**src/rtl/imem_responder.sv**
```systemverilog
// imem_responder: single-outstanding instruction fetch responder.
// A read is accepted in IDLE (or in RESP for back-to-back fetches). After a fixed
// LATENCY the word is presented for exactly one Done cycle. Stall tells the fetch
// stage to hold its PC while a read is in flight. A side write port preloads the
// program image and is honoured in every state.
module imem_responder #(
    parameter int unsigned DEPTH_LOG2 = 8,
    parameter int unsigned LATENCY    = 4
) (
    input  logic        clk,
    input  logic        rst,
    input  logic        Rd,
    input  logic [15:0] Addr,
    input  logic        Wr,
    input  logic [15:0] WrAddr,
    input  logic [15:0] WrData,
    output logic [15:0] DataOut,
    output logic        Done,
    output logic        Stall,
    output logic        Err
);

    localparam int unsigned DEPTH = 2 ** DEPTH_LOG2;
    localparam int unsigned AW    = DEPTH_LOG2 + 1;
    // Countdown reload value; WAIT lasts LATENCY-1 cycles before RESP.
    localparam logic [3:0]  LAT_M1 = 4'(LATENCY - 1);

    typedef enum logic [1:0] {
        ST_IDLE = 2'd0,
        ST_WAIT = 2'd1,
        ST_RESP = 2'd2
    } state_t;

    state_t          state_q, state_d;
    logic [3:0]      cnt_q, cnt_d;
    // Only the word-index bits plus the byte-odd bit of the PC are kept;
    // higher bits alias onto the same word.
    logic [AW-1:0]   addr_q, addr_d;
    logic [15:0]     mem_q [DEPTH];

    logic            in_idle_s;
    logic            in_wait_s;
    logic            in_resp_s;
    logic [15:0]     rd_word_s;

    // Address bits above the word index are deliberately ignored (wrap).
    logic            unused_addr_bits_s;
    assign unused_addr_bits_s = ^{Addr[15:AW], WrAddr[15:AW]};

    // Program image storage; not reset so a preloaded image survives rst.
    always_ff @(posedge clk) begin
        if (Wr) begin
            mem_q[WrAddr[DEPTH_LOG2:1]] <= WrData;
        end
    end

    // State, countdown and latched address registers.
    always_ff @(posedge clk or negedge rst) begin
        if (!rst) begin
            state_q <= ST_IDLE;
            cnt_q   <= 4'd0;
            addr_q  <= '0;
        end else begin
            state_q <= state_d;
            cnt_q   <= cnt_d;
            addr_q  <= addr_d;
        end
    end

    // Next-state logic: accept in IDLE/RESP, count down in WAIT, Rd ignored in WAIT.
    always_comb begin
        state_d = state_q;
        cnt_d   = cnt_q;
        addr_d  = addr_q;
        case (state_q)
            ST_IDLE, ST_RESP: begin
                if (Rd) begin
                    addr_d  = Addr[AW-1:0];
                    cnt_d   = LAT_M1;
                    state_d = (LATENCY == 1) ? ST_RESP : ST_WAIT;
                end else begin
                    state_d = ST_IDLE;
                end
            end
            ST_WAIT: begin
                cnt_d = cnt_q - 4'd1;
                if (cnt_q <= 4'd1) begin
                    state_d = ST_RESP;
                end else begin
                    state_d = ST_WAIT;
                end
            end
            default: begin
                state_d = ST_IDLE;
                cnt_d   = 4'd0;
                addr_d  = '0;
            end
        endcase
    end

    assign in_idle_s = (state_q == ST_IDLE);
    assign in_wait_s = (state_q == ST_WAIT);
    assign in_resp_s = (state_q == ST_RESP);
    // Read in the RESP cycle itself, so a write landing at the end of that
    // cycle is not seen, while earlier writes to the pending index are.
    assign rd_word_s = mem_q[addr_q[DEPTH_LOG2:1]];

    // Response outputs: word only on an even-address Done, zero otherwise.
    always_comb begin
        Done    = in_resp_s;
        Err     = 1'b0;
        DataOut = 16'h0000;
        if (in_resp_s) begin
            Err = addr_q[0];
            if (addr_q[0]) begin
                DataOut = 16'h0000;
            end else begin
                DataOut = rd_word_s;
            end
        end else begin
            Err     = 1'b0;
            DataOut = 16'h0000;
        end
    end

    // Stall covers the accept cycle and the wait cycles; forced low in reset.
    always_comb begin
        Stall = 1'b0;
        if (rst) begin
            Stall = (in_idle_s & Rd) | in_wait_s | (in_resp_s & Rd);
        end else begin
            Stall = 1'b0;
        end
    end

endmodule

```
**config.mk**
```make
export PLATFORM = sky130hd
export DESIGN_NAME = imem_responder
export DESIGN_NICKNAME = d
export VERILOG_FILES = /design/src/rtl/imem_responder.sv
export SDC_FILE = /design/constraint.sdc
export NUM_CORES = 2
export LEC_CHECK = 0
export CAP_MARGIN = 10
export CORE_MARGIN = 5
export CORE_UTILIZATION = 40
export DETAILED_ROUTE_END_ITERATION = 6
export DONT_BUFFER_PORTS = 1
export PLACE_DENSITY = 0.64
export SLEW_MARGIN = 20
export SYNTH_ARGS = -nofsm -noshare
export SYNTH_HDL_FRONTEND = slang
export SYNTH_SLANG_ARGS = --single-unit
```
**constraint.sdc**
```tcl
create_clock -name clk -period 3.2 [get_ports clk]
set_input_delay 0.16 -clock clk [delete_from_list [all_inputs] [get_ports clk]]
set_output_delay 0.16 -clock clk [all_outputs]
set_load 0.05 [all_outputs]
```
==> summary.md <==
| Metric | Value |
|---|---|
| Status | finished with violations |
| Failing checks | negative hold slack, max-slew violations, negative setup slack |
| Sequential Power Share | 39.7% |
| Pin count of the biggest net entering global routing | 257 |
| Rows | 231 |
| Drt first-iter violations | around 11000 |
| Number of synthesized register bits | 4111 |
| Static Leak | 60.1 nW |
| Clock Power Share | 31.0% |
| Worst-path clk slew | 0.06 ns |
| Ys Warns | 0 |
| Worst-path maximum fanout | 27 |
| Crit-path slowest cell | dfrtp_4 |
| Post-DP HPWL | 270000 um |
| Achievable Freq | 225 MHz |
| Total Power | 0.150 W |
| Hold Worst Slack | -0.419 ns |
| Worst setup SP type | flop |
| Worst VDD drop | 0.000583 V |
| Post-Place Setup Slack | -0.954 ns |
| Placed instance count | 13500 |
| DRT antenna net count | 0 |
| Synth async-reset ratio | 0.365% |
| Crit path time final | 4.45 ns |
| Initial antenna violation count | 26 |
| Core Util, Final | 48.0% |
| Worst slew pin tran | between 1.5 and 2 ns |
| Top FF cell, synth | edfxtp_1 |
| Synth Cell Area | 158000 um2 |
| CP endpoint kind | output pin |
| Clk root buf | clkbuf_16 |
| Vias in the first global route | 83700 |
| Max Cap Violations | 0 |
| CP bufs+invs | 6 |
| Worst Hold Class | in -> reg |
| Total congestion overflow | 0 |
| Initial Utilization | 40.1% |
| Comb power frac | 29.3% |
| Num ports | 71 |
| Die Width | 639 um |
| Switching pwr | around 0.044 W |
| Syn Inst Count | between 7000 and 8000 |
| Most frequent cells in the layout | edfxtp_1 (4096), buf_4 (1002), mux4_2 (797), mux2i_1 (503), nor2_1 (426) |
| PortBufs | 0 |
| Number of synthesized flops with an enable pin | 4096 |
| Vias | 84100 |
| Max Slew Vio Count | between 150 and 200 |
| First-pass detailed-route iteration total | 6 |
| Synth cell types | 60 |
| TritonCTS clock tree | done |
| Tot GR Track Use | approximately a fifth |
| Worst skew pair latency | 0.98 ns |
| Delay-heaviest family, CP | buffers and inverters |
| Layout cells sized above 1 | 30.9% |
| First-pass GRT wire length | ~630000 um |
| Most common cell after layout, fill and taps aside | edfxtp_1 |
| DIE HEIGHT | 639 um |
| Sink Count | 4111 |
| Max H-tree Level | 5 |
| Per-cell routed wire length | 31.0 um |
| Core ar. | 395000 um2 |
| Post-route insts no fill | 14400 |
| Num CTS Buffers | between 400 and 500 |
| Syn_area_per_cell | between 20 and 25 um2 |
| Sequential element share of the synthesized area | 77.8% |
| Nets@finish | 8832 |
| Drt total wl | about 450000 um |
| Final hold violation count | about 410 |
| RSZ-0062 raised after global routing | yes |
| Skew final | ~0.037 ns |
| Die ar. | approximately 400000 um2 |
| Arr. time, crit path | 4.29 ns |
| Sw Ratio | 29.5% |
| CP Cell Sequence | nand2b_4 -> buf_12 -> buf_4 -> o221ai_1 -> a211oi_1 -> buf_4 -> nor3_1 -> buf_4 -> nand4_1 -> o21ai_4 -> buf_6 -> buf_12 |
| Slowest stage delay, CP | 0.49 ns |
| Fin Setup TNS | -18.18 ns |
| WP data required | 3.04 ns |
| DRC Markers | 0 |
| Critical setup path kind | reg -> out |
| Final worst slack | -1.25 ns |
| Pint | 0.106 W |
| Area Growth Syn to Fin | 19.7% |
| Most Frequent Cell on Critical Path | buf_4 |
| Clk buf depth | 4 |
| Gpl congestion | roughly 0.91 |
| Post-Syn Nets | 7597 |
| Final setup violation count | 16 |
| Slew HR | -13.8% |
| Tcrit/Tclk final | 139% |
| Cell area power density | 791 nW/um2 |
| Detail-routed via count per cell | 5.85 |
cells in the mapped netlist (61+ instances only):
master	number	area [um2]
edfxtp_1	4096	123000
mux4_2	797	17900
mux2i_1	506	5060
nor2_1	436	1640
clkbuf_1	183	687
o22ai_1	176	1100
o221ai_1	144	1260
o21ai_0	127	636
buf_2	114	571
nor3_1	104	521
nand3_1	101	505
a22oi_1	94	706
nand2_1	85	319
buf_4	66	495
nor4_1	61	382
stage by stage:
step	hold WS [ns]	instance area, um2
after floorplan	-0.136	158000
after global placement	-0.135	173000
after detailed placement	-0.135	173000
after CTS	-0.569	188000
after global routing	-0.508	190000
final	-0.419	190000
sequential cells by signal, summed over array words and instances (netlist names):
register	flops
cnt_q	4
state_q	2
mem_q	4096
addr_q	9
kinds of logic after synthesis:
| family | synth area share [%] |
|---|---|
| and+or+nand+nor | 2.65 |
| DFF | 77.8 |
| buffers and inverters | 1.72 |
| AOI/OAI and AO/OA | 3.26 |
| adders and majority gates | 0.0158 |
| muxes | 14.5 |
worst paths after layout:
kind,from,end,slack (ns),cells after the start
worst max register to register,addr_q[5]$_DFFE_PN0P_,addr_q[5]$_DFFE_PN0P_,1.18,6
worst min-delay path,WrData[2],mem_q[181][2]$_DFFE_PP_,-0.42,0
worst min register to register,cnt_q[2]$_DFFE_PN0P_,state_q[1]$_DFF_PN0_,0.51,1
worst max-delay path,addr_q[3]$_DFFE_PN0P_,DataOut[5],-1.25,12
min in group asynchronous,rst,state_q[0]$_DFF_PN0_,0.29,3
max in group asynchronous,rst,addr_q[5]$_DFFE_PN0P_,2.41,3
what timing repair did:
item / in CTS / in global routing
cloned: 10 / 7
setup endpoints to repair: 16 / 16
gates resized for setup: 237 / 155
hold buffers: 55 / 5
hold endpoints to repair: 5642 / 1039
buffers inserted: 41 / 31
pin swaps: 30 / 54
power groups by stage:
stage               clock network, W  registers [W]  logic [W]
floorplan                          0         0.0606     0.0226
global placement                   0         0.0607     0.0389
detailed placement                 0         0.0607     0.0391
CTS                           0.0471         0.0596     0.0422
global route                  0.0496         0.0596     0.0458
finish                        0.0466         0.0596     0.0440
cell type report:
class,count,area [um2]
multi-input combinational,2968,33900
timing repair buffer,1290,12900
sequential,4111,123000
clock inverter,241,2490
fill,31800,206000
antenna,27,67.6
inverter,6,38.8
clock buffer,488,10400
tap,5242,6560
layer usage:
metal	routed length (um)	part of all wire [%]	vias up	global-route usage, %
li1	-	-	34200	-
met4	21400	4.8	6	9.35
met1	167000	37	44400	28.4
met3	44700	10	799	4.83
met2	212000	48	4671	33.7
met5	36	0.0081	-	0
Note: power is estimated with default switching activity, not from simulation.
